<file path="config.mk">
export PLATFORM = sky130hd
export DESIGN_NAME = btn_digit_editor
export DESIGN_NICKNAME = d
export VERILOG_FILES = /design/src/rtl/btn_digit_editor.sv
export SDC_FILE = /design/constraint.sdc
export NUM_CORES = 1
export LEC_CHECK = 0
export BUFFER_PORTS_ARGS = -buffer_cell sky130_fd_sc_hd__buf_2
export CELL_PAD_IN_SITES_DETAIL_PLACEMENT = 0
export CELL_PAD_IN_SITES_GLOBAL_PLACEMENT = 1
export CORE_ASPECT_RATIO = 0.6
export CORE_UTILIZATION = 35
export DETAILED_ROUTE_END_ITERATION = 10
export PLACE_DENSITY_LB_ADDON = 0.1
export SYNTH_ARGS = -nofsm -noshare
export SYNTH_HDL_FRONTEND = slang
export SYNTH_SLANG_ARGS = --single-unit
</file>
<file path="constraint.sdc">
create_clock -name clk -period 3.25 [get_ports clk]
set_input_delay 0.65 -clock clk [delete_from_list [all_inputs] [get_ports clk]]
set_output_delay 0.65 -clock clk [all_outputs]
set_load 0.03 [all_outputs]
</file>
<file path="src/rtl/btn_digit_editor.sv">
// Front-panel digit editor: synchronises and edge-detects five panel buttons, moves a cursor over
// a DIGITS-wide word, edits the selected digit modulo RADIX, accepts preloads from the ATM core
// and hands the finished word to a consumer over a valid/ready handshake.
module btn_digit_editor #(
  parameter int unsigned DIGITS  = 8,
  parameter int unsigned DIGIT_W = 4,
  parameter int unsigned RADIX   = 10,
  localparam int unsigned SEL_W  = $clog2(DIGITS)
) (
  input  logic                        clk,
  input  logic                        rst_n,
  input  logic [4:0]                  btn,
  input  logic                        load_valid,
  input  logic [DIGITS*DIGIT_W-1:0]   load_data,
  input  logic                        out_ready,
  output logic [SEL_W-1:0]            sel_o,
  output logic [DIGIT_W-1:0]          digit_o,
  output logic [DIGITS*DIGIT_W-1:0]   value_o,
  output logic                        out_valid,
  output logic                        busy_o
);

  localparam int unsigned WordW = DIGITS * DIGIT_W;

  // Highest cursor position and highest legal digit value.
  localparam logic [SEL_W-1:0]   SelMax   = SEL_W'(DIGITS - 1);
  localparam logic [DIGIT_W-1:0] DigitMax = DIGIT_W'(RADIX - 1);

  // Button bit positions.
  localparam int unsigned BtnLeft   = 0;
  localparam int unsigned BtnRight  = 1;
  localparam int unsigned BtnUp     = 2;
  localparam int unsigned BtnDown   = 3;
  localparam int unsigned BtnCommit = 4;

  typedef enum logic [0:0] {
    StEdit,
    StCommit
  } state_e;

  // At most one button action is taken per cycle.
  typedef enum logic [2:0] {
    ActNone,
    ActLeft,
    ActRight,
    ActUp,
    ActDown,
    ActCommit
  } act_e;

  logic [4:0]         btn_meta_q, btn_meta_d;
  logic [4:0]         btn_sync_q, btn_sync_d;
  logic [4:0]         btn_prev_q, btn_prev_d;
  logic [4:0]         btn_edge;
  act_e               act;
  state_e             state_q, state_d;
  logic [SEL_W-1:0]   sel_q, sel_d;
  logic [WordW-1:0]   value_q, value_d;
  logic [DIGIT_W-1:0] cur_digit;
  logic [DIGIT_W-1:0] digit_up;
  logic [DIGIT_W-1:0] digit_dn;
  logic [DIGIT_W-1:0] new_digit;
  logic               digit_wr;

  // Up: wraps to zero from RADIX-1, and also from any out-of-range loaded value.
  function automatic logic [DIGIT_W-1:0] digit_inc(input logic [DIGIT_W-1:0] d);
    if (d >= DigitMax) begin
      return '0;
    end
    return d + DIGIT_W'(1);
  endfunction

  // Down: wraps to RADIX-1 from zero; out-of-range loaded values clamp to RADIX-1.
  function automatic logic [DIGIT_W-1:0] digit_dec(input logic [DIGIT_W-1:0] d);
    if (d == '0) begin
      return DigitMax;
    end else if (d > DigitMax) begin
      return DigitMax;
    end
    return d - DIGIT_W'(1);
  endfunction

  // Two-stage synchroniser followed by a previous-value stage for rising-edge detection.
  always_comb begin
    btn_meta_d = btn;
    btn_sync_d = btn_meta_q;
    btn_prev_d = btn_sync_q;
    btn_edge   = btn_sync_q & ~btn_prev_q;
  end

  // Fixed-priority pick of a single action: left > right > up > down > commit.
  always_comb begin
    act = ActNone;
    if (btn_edge[BtnLeft]) begin
      act = ActLeft;
    end else if (btn_edge[BtnRight]) begin
      act = ActRight;
    end else if (btn_edge[BtnUp]) begin
      act = ActUp;
    end else if (btn_edge[BtnDown]) begin
      act = ActDown;
    end else if (btn_edge[BtnCommit]) begin
      act = ActCommit;
    end
  end

  // Mux out the digit under the cursor; sel never exceeds DIGITS-1.
  always_comb begin
    cur_digit = '0;
    for (int unsigned i = 0; i < DIGITS; i++) begin
      if (sel_q == SEL_W'(i)) begin
        cur_digit = value_q[i*DIGIT_W +: DIGIT_W];
      end
    end
  end

  // Candidate values for the selected digit.
  always_comb begin
    digit_up = digit_inc(cur_digit);
    digit_dn = digit_dec(cur_digit);
  end

  // Editor FSM next state; loads beat button actions and COMMIT discards both.
  always_comb begin
    state_d   = state_q;
    sel_d     = sel_q;
    new_digit = cur_digit;
    digit_wr  = 1'b0;
    unique case (state_q)
      StEdit: begin
        if (load_valid) begin
          sel_d = '0;
        end else begin
          unique case (act)
            ActLeft: begin
              sel_d = (sel_q == SelMax) ? '0 : sel_q + SEL_W'(1);
            end
            ActRight: begin
              sel_d = (sel_q == '0) ? SelMax : sel_q - SEL_W'(1);
            end
            ActUp: begin
              new_digit = digit_up;
              digit_wr  = 1'b1;
            end
            ActDown: begin
              new_digit = digit_dn;
              digit_wr  = 1'b1;
            end
            ActCommit: begin
              state_d = StCommit;
            end
            default: begin
            end
          endcase
        end
      end
      StCommit: begin
        if (out_ready) begin
          state_d = StEdit;
        end
      end
      default: begin
        state_d = StEdit;
      end
    endcase
  end

  // Working word next state: whole-word preload or a single-digit write at the cursor.
  always_comb begin
    value_d = value_q;
    if (state_q == StEdit && load_valid) begin
      value_d = load_data;
    end else if (digit_wr) begin
      for (int unsigned i = 0; i < DIGITS; i++) begin
        if (sel_q == SEL_W'(i)) begin
          value_d[i*DIGIT_W +: DIGIT_W] = new_digit;
        end
      end
    end
  end

  // State registers with synchronous active-low reset.
  always_ff @(posedge clk) begin
    if (!rst_n) begin
      btn_meta_q <= '0;
      btn_sync_q <= '0;
      btn_prev_q <= '0;
      state_q    <= StEdit;
      sel_q      <= '0;
      value_q    <= '0;
    end else begin
      btn_meta_q <= btn_meta_d;
      btn_sync_q <= btn_sync_d;
      btn_prev_q <= btn_prev_d;
      state_q    <= state_d;
      sel_q      <= sel_d;
      value_q    <= value_d;
    end
  end

  // The committed word stays offered for exactly as long as the FSM sits in COMMIT.
  always_comb begin
    sel_o     = sel_q;
    value_o   = value_q;
    digit_o   = cur_digit;
    out_valid = (state_q == StCommit);
    busy_o    = (state_q == StCommit);
  end

endmodule

</file>
; Word level (Yosys, flattened, before mapping)
; Index checks and enable logic that the tools add are counted.
[op_classes]
add_sub_neg = 4
order_cmp = 2
n_eq_ne = 12
n_mux = 45
n_bitwise = 3
n_reduce_logical = 23
[op_table]
columns = operator, n
row1 = $mux W4, 23
row2 = $mux W32, 2
row3 = $mux W3, 8
row4 = $eq A3 B3 Y1 const B, 6
row5 = $reduce_and A2 Y1, 9
row6 = $reduce_bool A2 Y1, 9
row7 = $eq A3 B2 Y1 const B, 4
row8 = $mux W1, 9
row9 = $pmux W4 S2, 1
row10 = $eq A3 B1 Y1 const B, 2
row11 = $pmux W3 S2, 1
row12 = $and A5 B5 Y5, 1
row13 = $not A5 Y5, 1
row14 = $add A4 B1 Y4 const B, 1
row15 = $ge A4 B4 Y1 const B, 1
row16 = $gt A4 B4 Y1 const B, 1
row17 = $logic_not A4 Y1, 1
row18 = $sub A4 B1 Y4 const B, 1
row19 = $add A3 B1 Y3 const B, 1
row20 = $logic_not A3 Y1, 1
row21 = $reduce_bool A3 Y1, 1
row22 = $sub A3 B1 Y3 const B, 1
row23 = $pmux W1 S2, 1
row24 = $reduce_or A2 Y1, 1
row25 = other kinds (2), 2
[word_totals]
reg_bits = 51
inputBits = 41
out_inout_bits = 41
wordCells = 102

; Logic depth before layout (Yosys ltp)
; Gate-level depths: netlist of the first run.
[logic_depth]
word_depth = 19
ltp_mapped = 16
mapped_depth_nobuf = 14

; Least setup slack after synthesis of the first run
; Ideal clock, no wire load.
[synth_path]
path_kind = register to register
start = reg sel_q[0] (netlist: sel_o[0])
end = reg value_q[16] (netlist: value_o[16])
setup_time_ns = 0.074
arrival_time_ns = 3.549
t_required_ns = 3.176
slack_ns = -0.373
path_stages_with_launch = 17
path_buffers = 2
period_less_slack_ns = 3.623
cell_sequence = dfxtp_1 -> inv_1 -> ha_1 -> buf_6 -> buf_8 -> a21oi_1 -> o21ai_1 -> a221oi_2 -> a21oi_1 -> o31ai_2 -> ha_1 -> nor2b_1 -> nand2_2 -> a211oi_1 -> a211oi_2 -> or4_1 -> a31oi_1
[synth_via]
elab_chain_len = 19
elab_cells_between_ends = 35
classes_between = 2 x add/sub / 2 x order compare / 7 x eq/ne / 20 x mux / 4 x reduce/logical
[synth_rtl]
columns = item, line
row1 = start: declaration, 57  ; logic [SEL_W-1:0] sel_q, sel_d;
row2 = start signal: assignment, 196  ; sel_q <= sel_d;
row3 = $logic_not A3 Y1, 111  ; if (sel_q == SEL_W'(i)) begin
row4 = $mux W4 (8 in a row), 111
row5 = $gt A4 B4 Y1, 77  ; end else if (d > DigitMax) begin
row6 = $mux W1, 77
row7 = $mux W1, 75  ; if (d == '0) begin
row8 = $mux W4, 80  ; return d - DIGIT_W'(1);
row9 = $pmux W4 S2, 134  ; unique case (act)
row10 = $mux W4, 131  ; if (load_valid) begin
row11 = $mux W4, 129  ; unique case (state_q)
row12 = $mux W4, 175  ; if (sel_q == SEL_W'(i)) begin
row13 = $mux W32, 173  ; end else if (digit_wr) begin
row14 = $mux W32, 171  ; if (state_q == StEdit && load_valid) begin
row15 = end signal: assignment, 197  ; value_q <= value_d;
row16 = end: declaration, 58  ; logic [WordW-1:0] value_q, value_d;
; Parallel ways exist; a longest one is shown, timed or not. The select of a mux whose other input is x is not followed.
; A chain may end at the register's enable or synchronous reset.

; Final worst setup path of the first run
[layout_path]
start = reg sel_q[0] (netlist: sel_o[0])
end = reg value_q[11] (netlist: value_o[11])
; The elaborated chain is that of the path after synthesis.

==> results of run 1 <==
registers in the layout, indices dropped and copies added (netlist names):
name / cells
value_o: 32
btn_meta_q: 5
btn_prev_d: 5
btn_prev_q: 5
sel_o: 3
busy_o: 1
worst max-delay path, stage by stage, from the launching register on:
cell,delay [ps]
sky130_fd_sc_hd__dfxtp_4,390
sky130_fd_sc_hd__clkinvlp_4,150
sky130_fd_sc_hd__ha_4,230
sky130_fd_sc_hd__buf_4,170
sky130_fd_sc_hd__buf_4,130
sky130_fd_sc_hd__a21oi_2,120
sky130_fd_sc_hd__a2111oi_2,100
sky130_fd_sc_hd__o41ai_2,420
sky130_fd_sc_hd__buf_12,200
sky130_fd_sc_hd__o21a_1,190
sky130_fd_sc_hd__mux2i_4,100
sky130_fd_sc_hd__buf_6,130
sky130_fd_sc_hd__a222oi_1,370
sky130_fd_sc_hd__buf_4,270
sky130_fd_sc_hd__o221ai_1,120
cells by family after synthesis:
logic type	after synthesis	synth area share
and+or+nand+nor	128	0.229
AOI/OAI and AO/OA	118	0.287
muxes	5	0.0168
adders and majority gates	11	0.0463
DFF	51	0.343
buffers and inverters	44	0.0770
how the worst max path moves through the flow:
| stage | startpoint | end | slack, ps |
|---|---|---|---|
| after CTS | sel_o[0] | value_o[29] | 8 |
| final | sel_o[0] | value_o[11] | 50 |
| after global routing | sel_o[0] | value_o[11] | -80 |
| after detailed placement | sel_o[0] | value_o[28] | -120 |
| after global placement | sel_o[0] | value_o[14] | -80 |
| after floorplan | sel_o[1] | value_o[11] | -80 |
synth_stat cells, types with 5 or more instances:
cell type                  count
sky130_fd_sc_hd__dfxtp_1      51
sky130_fd_sc_hd__nand2_1      31
sky130_fd_sc_hd__a21oi_1      29
sky130_fd_sc_hd__nor2_1       17
sky130_fd_sc_hd__and2_1       15
sky130_fd_sc_hd__clkbuf_1     15
sky130_fd_sc_hd__o22ai_1      15
sky130_fd_sc_hd__inv_1        14
sky130_fd_sc_hd__nand3_1      13
sky130_fd_sc_hd__ha_1         11
sky130_fd_sc_hd__o21ai_0      11
sky130_fd_sc_hd__a22oi_1      10
sky130_fd_sc_hd__nor2b_1       9
sky130_fd_sc_hd__and3_1        8
sky130_fd_sc_hd__nor3_1        8
sky130_fd_sc_hd__buf_2         6
sky130_fd_sc_hd__nand2b_1      6
sky130_fd_sc_hd__nand4_1       6
sky130_fd_sc_hd__a211oi_1      5
sky130_fd_sc_hd__buf_6         5
sky130_fd_sc_hd__mux2i_1       5
metrics by stage:
| stage | utilization | cells | hold slack [ps] | setup slack, ps | TNS [ps] |
|---|---|---|---|---|---|
| after floorplan | - | 357 | 412 | -79.4 | -442 |
| after global placement | 0.474 | 572 | 414 | -79.6 | -189 |
| after detailed placement | 0.474 | 572 | 417 | -117 | -668 |
| after CTS | 0.497 | 580 | 434 | 7.64 | 0 |
| after global routing | 0.528 | 586 | 453 | -78.2 | -429 |
| final | 0.528 | 586 | 433 | 48.1 | 0 |
power breakdown:
group	internal (mW)	switching (mW)	total (mW)	leakage, nW
clock network	0.308	0.247	0.555	0.0731
logic	0.192	0.270	0.462	1.32
registers	0.657	0.0326	0.689	0.422
total	1.16	0.549	1.71	1.81
placed cells by master (no fill, tap or decap), types with 3 or more instances in the layout:
cell / instances
sky130_fd_sc_hd__buf_2: 81
sky130_fd_sc_hd__buf_4: 56
sky130_fd_sc_hd__dfxtp_1: 48
sky130_fd_sc_hd__nand2_1: 30
sky130_fd_sc_hd__a21oi_1: 24
sky130_fd_sc_hd__nor2_1: 17
sky130_fd_sc_hd__o22ai_1: 15
sky130_fd_sc_hd__and2_1: 15
sky130_fd_sc_hd__nand3_1: 13
sky130_fd_sc_hd__inv_1: 12
sky130_fd_sc_hd__a22oi_1: 10
sky130_fd_sc_hd__o21ai_0: 9
sky130_fd_sc_hd__and3_1: 8
sky130_fd_sc_hd__nor2b_1: 7
sky130_fd_sc_hd__ha_4: 7
sky130_fd_sc_hd__nand2b_1: 6
sky130_fd_sc_hd__nor3_1: 6
sky130_fd_sc_hd__nand4_1: 6
sky130_fd_sc_hd__a21oi_2: 5
sky130_fd_sc_hd__clkbuf_16: 5
sky130_fd_sc_hd__mux2i_1: 4
sky130_fd_sc_hd__o311ai_1: 4
sky130_fd_sc_hd__a211oi_2: 3
sky130_fd_sc_hd__or3_1: 3
sky130_fd_sc_hd__o32ai_1: 3
sky130_fd_sc_hd__a311o_1: 3
sky130_fd_sc_hd__a31o_2: 3
sky130_fd_sc_hd__a31oi_1: 3
what timing repair did:
action / in CTS / in global routing
hold buffers: 0 / 0
resized for setup: 8 / 43
setup endpoints to repair: 23 / 32
pin swaps: 3 / 24
setup buffers: 0 / 7
layer usage:
metal | part of all wire | global-route usage | wire length (um)
met1 | 0.52 | 0.417 | 6010
met2 | 0.39 | 0.358 | 4450
met3 | 0.085 | 0.0575 | 977
met4 | 0.010 | 0.0604 | 118
met5 | 0 | 0 | 0
cell type report:
type | instances | area (um^2) | share of cell area
multi-input combinational | 262 | 1970 | 0.464
sequential | 51 | 1030 | 0.243
timing repair buffer | 142 | 896 | 0.211
clock buffer | 6 | 139 | 0.0327
tap | 108 | 135 | 0.0318
inverter | 15 | 60.1 | 0.0142
clock inverter | 2 | 16.3 | 0.00383
==> impl_summary.txt, run 1 <==
----------------------------------------------------
[Min path]
  Start point of the worst min-delay path ... btn_meta_q[4]
  Worst Hold Path EP ... btn_prev_d[4]
  Type of the tightest min-delay check ... reg -> reg
  Hold path cells ... 1

[Clock network]
  H-tree level count ... 2
  Clock Latency Late Sink ... 300 ps
  Clk root buf ... sky130_fd_sc_hd__clkbuf_16
  Maximum number of buffers from clock root to sink ... 2
  Clock transition at path regs ... 70 ps
  Number of clock sinks ... 51
  CTS buffer count ... 5
  CTS tree ... built

[Routing]
  Drt via density ... 5.68
  Number of DRC markers after the initial detailed-route iteration ... 272
  Count of TritonRoute iterations in the first routing pass ... 6
  Detailed-route wire length ... 11,500 um
  Detailed-route wire length per cell ... 19.7 um
  Detail Route Antenna Nets ... 0
  DRC violation count after routing ... 0
  Detailed-route via count ... 3,331

[Synthesis]
  Syn avg cell area ... 8.33 um^2
  Sequential share of the synthesized area ... 0.343
  Total number of yosys warnings ... 0
  Yosys top cell area share ... 0.343
  Largest area contributor in the netlist ... sky130_fd_sc_hd__dfxtp_1
  Post-synth top flop ... sky130_fd_sc_hd__dfxtp_1
  Flops & latches, synth ... 51
  Post-synth cell types ... 64
  Post-synthesis async set-or-reset flop share ... 0
  Post-Synthesis Cell Area ... 0.00297 mm^2
  Count of flip-flops with a built-in enable after synthesis ... 0
  Post-Synthesis Cells ... 357
  Leading post-synthesis cells by cell area ... sky130_fd_sc_hd__dfxtp_1 34%, sky130_fd_sc_hd__a21oi_1 4.9%, sky130_fd_sc_hd__ha_1 4.6%, sky130_fd_sc_hd__nand2_1 3.9%, sky130_fd_sc_hd__and2_1 3.2%
  Mapped Nets ... 409

[Floorplanning]
  Core footprint ... 0.00804 mm^2
  Area of the die ... 0.00888 mm^2
  Height of the die ... 73.4 um
  Top Ports ... 82
  DIE WIDTH ... 121 um
  Row count ... 25
  Starting utilization of the core area ... 0.370

[Timing]
  RSZ-0062 raised after global routing ... true
  Relative max-transition margin ... 0.387
  Final critical path time including I/O delays and setup ... 3200 ps
  Number of slew-limit violations in the final report ... 0
  Worst-Margin Slew ... 913 ps
  Number of failing setup endpoints in the final timing report ... 0
  Worst setup skew after layout ... 5.49 ps
  Final worst-path cycle share ... 0.985
  Maximum frequency from static timing analysis ... 312 MHz
  Number of hold violations in the final report ... 0

[Global route]
  GRT overflow ... 0
  Wire length of the first global-routing pass ... 17,400 um
  Via count of the first global-routing pass ... 3,022
  Largest net degree at the start of global routing ... 35
  Total track usage ... 0.266
  Antenna violations before repair ... 0

[Status]
  Outcome ... complete, no violations

[Worst setup path]
  Required @ worst endpoint ... 3420 ps
  Worst reg2reg endpoint ... value_o[11]
  Critical setup path kind ... reg -> reg
  Crit Reg-Reg Startpoint ... sel_o[0]
  Maximum fanout encountered on the critical timing path ... 12
  Worst Reg2Reg Path Length in Cells ... 14
  Arrival @ worst endpoint ... 3370 ps
  Critical Path Sink Type ... register
  R2R setup slack ... 50 ps
  Critical Path Start Type ... register

[Pwr]
  Peak supply drop ... 0.199 mV
  Static power due to leakage ... 1.81 nW
  Total power per unit cell area ... 402 mW/mm^2
  Post-route total power ... 1.71 mW

[Layout]
  Layout area overhead ... 42.8%
  Fraction of final layout cells sized beyond drive strength 1 ... 0.414
  N_diodes ... 0
  Cell area after layout ... 0.00424 mm^2
  Filler cell count ... 768
  Final layout net count ... 529

[Place]
  Hpwl dp ... 8720 um
  Placer Congestion ... 0.909
  Cell Area, Placed ... 0.00381 mm^2
  Port Buffers ... 81

[Flow run]
  Max Cap Violations ... 0

----------------------------------------------------
(Power assumes the default switching activity.)
==> inputs of run 2 (changes only) <==
--- a/config.mk
+++ b/config.mk
@@ -5,13 +5,15 @@
 export SDC_FILE = /design/constraint.sdc
 export NUM_CORES = 1
 export LEC_CHECK = 0
-export BUFFER_PORTS_ARGS = -buffer_cell sky130_fd_sc_hd__buf_2
+export ABC_AREA = 0
+export BUFFER_PORTS_ARGS = -buffer_cell sky130_fd_sc_hd__clkbuf_2
 export CELL_PAD_IN_SITES_DETAIL_PLACEMENT = 0
 export CELL_PAD_IN_SITES_GLOBAL_PLACEMENT = 1
 export CORE_ASPECT_RATIO = 0.6
 export CORE_UTILIZATION = 35
 export DETAILED_ROUTE_END_ITERATION = 10
 export PLACE_DENSITY_LB_ADDON = 0.1
+export REMOVE_ABC_BUFFERS = 1
 export SYNTH_ARGS = -nofsm -noshare
 export SYNTH_HDL_FRONTEND = slang
 export SYNTH_SLANG_ARGS = --single-unit
==> run 2 against run 1 <==
Effect of this change:
- sequential power about the same
- worst hold slack better by 2.2 ps
- power grew 0.42%
- sequential share of layout area shrank 0.72 points
- clock-buffer cell count shrank 1
- first-iteration DRC count increased by 3.7%
- critical endpoint is now value_o[16]
- largest cell class unchanged
==> impl_summary.txt, run 2 (synthesis results as in run 1) <==
----------------------------------------------------
[Status]
  Outcome ... complete, no violations

[Routing]
  Number of DRC markers after the initial detailed-route iteration ... 282
  Count of TritonRoute iterations in the first routing pass ... 5
  Detailed-route wire length ... 11,000 um
  Drt via density ... 5.64
  Detailed-route wire length per cell ... 18.5 um
  DRC violation count after routing ... 0
  Detailed-route via count ... 3,364
  Detail Route Antenna Nets ... 0

[Global route]
  Antenna violations before repair ... 0
  Wire length of the first global-routing pass ... 16,300 um
  GRT overflow ... 0
  Via count of the first global-routing pass ... 2,953
  Total track usage ... 0.246
  Largest net degree at the start of global routing ... 35

[Place]
  Port Buffers ... 81
  Hpwl dp ... 7930 um
  Placer Congestion ... 0.905
  Placement-stage worst setup slack ... -297 ps

[Layout]
  Most frequent standard cell in the layout excluding fill and tap cells ... sky130_fd_sc_hd__clkbuf_2
  Number of flip-flops under the largest register name ... 32
  Final layout net count ... 539
  Fraction of final layout cells sized beyond drive strength 1 ... 0.434
  N_diodes ... 0
  Top library cells by usage in the layout, fill and taps aside ... 81 x sky130_fd_sc_hd__clkbuf_2, 64 x sky130_fd_sc_hd__buf_4, 49 x sky130_fd_sc_hd__dfxtp_1
  Layout area overhead ... 47.0%

[Pwr]
  Post-route total power ... 1.71 mW
  Peak supply drop ... 0.237 mV
  Static power due to leakage ... 1.85 nW
  Total power per unit cell area ... 392 mW/mm^2

[Timing]
  Worst-Margin Slew ... 712 ps
  Setup WS post-layout ... 75.4 ps
  Number of slew-limit violations in the final report ... 0
  Number of hold violations in the final report ... 0
  Number of failing setup endpoints in the final timing report ... 0
  Worst setup skew after layout ... 4.49 ps
  Maximum frequency from static timing analysis ... 315 MHz
  Relative max-transition margin ... 0.522
  Final critical path time including I/O delays and setup ... 3170 ps
  Final worst-path cycle share ... 0.977

[Worst setup path]
  Critical Path Sink Type ... register
  Worst Reg2Reg Path Length in Cells ... 16
  Arrival @ worst endpoint ... 3400 ps
  Worst reg2reg endpoint ... value_o[16]
  Endpoint of the worst setup timing path ... value_o[16]
  Critical setup path kind ... reg -> reg
  Crit Reg-Reg Startpoint ... sel_o[1]
  Critical Path Start ... sel_o[1]
  Required @ worst endpoint ... 3480 ps
  Critical Path Start Type ... register
  Maximum fanout encountered on the critical timing path ... 6
  R2R setup slack ... 80 ps

[Clock network]
  Clk root buf ... sky130_fd_sc_hd__clkbuf_16
  H-tree level count ... 2
  Hold_buf cts ... 0
  Clock transition at path regs ... 70 ps
  Number of clock sinks ... 51
  Maximum number of buffers from clock root to sink ... 2
  Clock Latency Late Sink ... 300 ps
  CTS buffer count ... 5
  CTS tree ... built

[Min path]
  Start point of the worst min-delay path ... btn_meta_q[0]
  Type of the tightest min-delay check ... reg -> reg

[Flow run]
  Max Cap Violations ... 0

[Floorplanning]
  Starting utilization of the core area ... 0.370
  Row count ... 25
  Height of the die ... 73.4 um
  Area of the die ... 0.00888 mm^2
  Core footprint ... 0.00804 mm^2
  DIE WIDTH ... 121 um
  Top Ports ... 82

----------------------------------------------------
run 2: how the worst min path moves through the flow:
stage                               end  slack [ps]  cells past startpoint
after global placement    btn_prev_d[3]         410                      1
after floorplan           btn_prev_d[0]         410                      1
after global routing      btn_prev_d[0]         460                      1
final                     btn_prev_d[0]         440                      1
after detailed placement  btn_prev_d[0]         420                      1
after CTS                 btn_prev_d[0]         440                      1
run 2: cell type report:
type | instances | area (um^2)
Clock buffer | 5 | 125
Clock inverter | 3 | 28.8
Fill cell | 753 | 3670
Inverter | 15 | 63.8
Multi-Input combinational cell | 262 | 2010
Sequential cell | 51 | 1030
Tap cell | 108 | 135
Timing Repair Buffer | 152 | 982
run 2: where the power goes:
| group | switching (mW) | internal (mW) |
|---|---|---|
| Sequential | 0.0307 | 0.656 |
| Clock | 0.263 | 0.294 |
| Combinational | 0.270 | 0.199 |
run 2: what timing repair did:
action,4_1_cts,5_1_grt
resized for setup,35,34
pin swaps,7,18
buffers inserted,7,15
setup endpoints to repair,35,30
run 2: per-stage QoR:
step | setup TNS, ps | area (um^2) | hold slack, ps | utilization | std cells
after global routing | -30.5 | 4370 | 457 | 0.544 | 596
after detailed placement | -5310 | 3730 | 419 | 0.464 | 567
after CTS | -22.0 | 4100 | 439 | 0.510 | 582
after floorplan | -17960 | 2800 | 412 | - | 328
after global placement | -4920 | 3730 | 414 | 0.464 | 567
final | 0 | 4370 | 436 | 0.544 | 596
run 2: worst max-delay path: stages, from the launching register on:
cell and delay (ps):
sky130_fd_sc_hd__dfxtp_4 410, sky130_fd_sc_hd__ha_4 160, sky130_fd_sc_hd__ha_4 130, sky130_fd_sc_hd__buf_12 120
sky130_fd_sc_hd__a21oi_1 80, sky130_fd_sc_hd__a221oi_4 330, sky130_fd_sc_hd__a21oi_2 80, sky130_fd_sc_hd__o31ai_4 290
sky130_fd_sc_hd__buf_6 170, sky130_fd_sc_hd__buf_6 110, sky130_fd_sc_hd__ha_4 140, sky130_fd_sc_hd__nand2_2 60
sky130_fd_sc_hd__mux2i_4 160, sky130_fd_sc_hd__buf_4 150, sky130_fd_sc_hd__a211oi_4 60, sky130_fd_sc_hd__or4_1 470
sky130_fd_sc_hd__a31oi_1 160
run 2: layer usage:
metal  part of all wire  track usage  wire length [um]
met2               0.41        0.341              4540
met3              0.075       0.0458               828
met1               0.50        0.383              5540
met5                  0            0                 0
met4             0.0092       0.0549               101
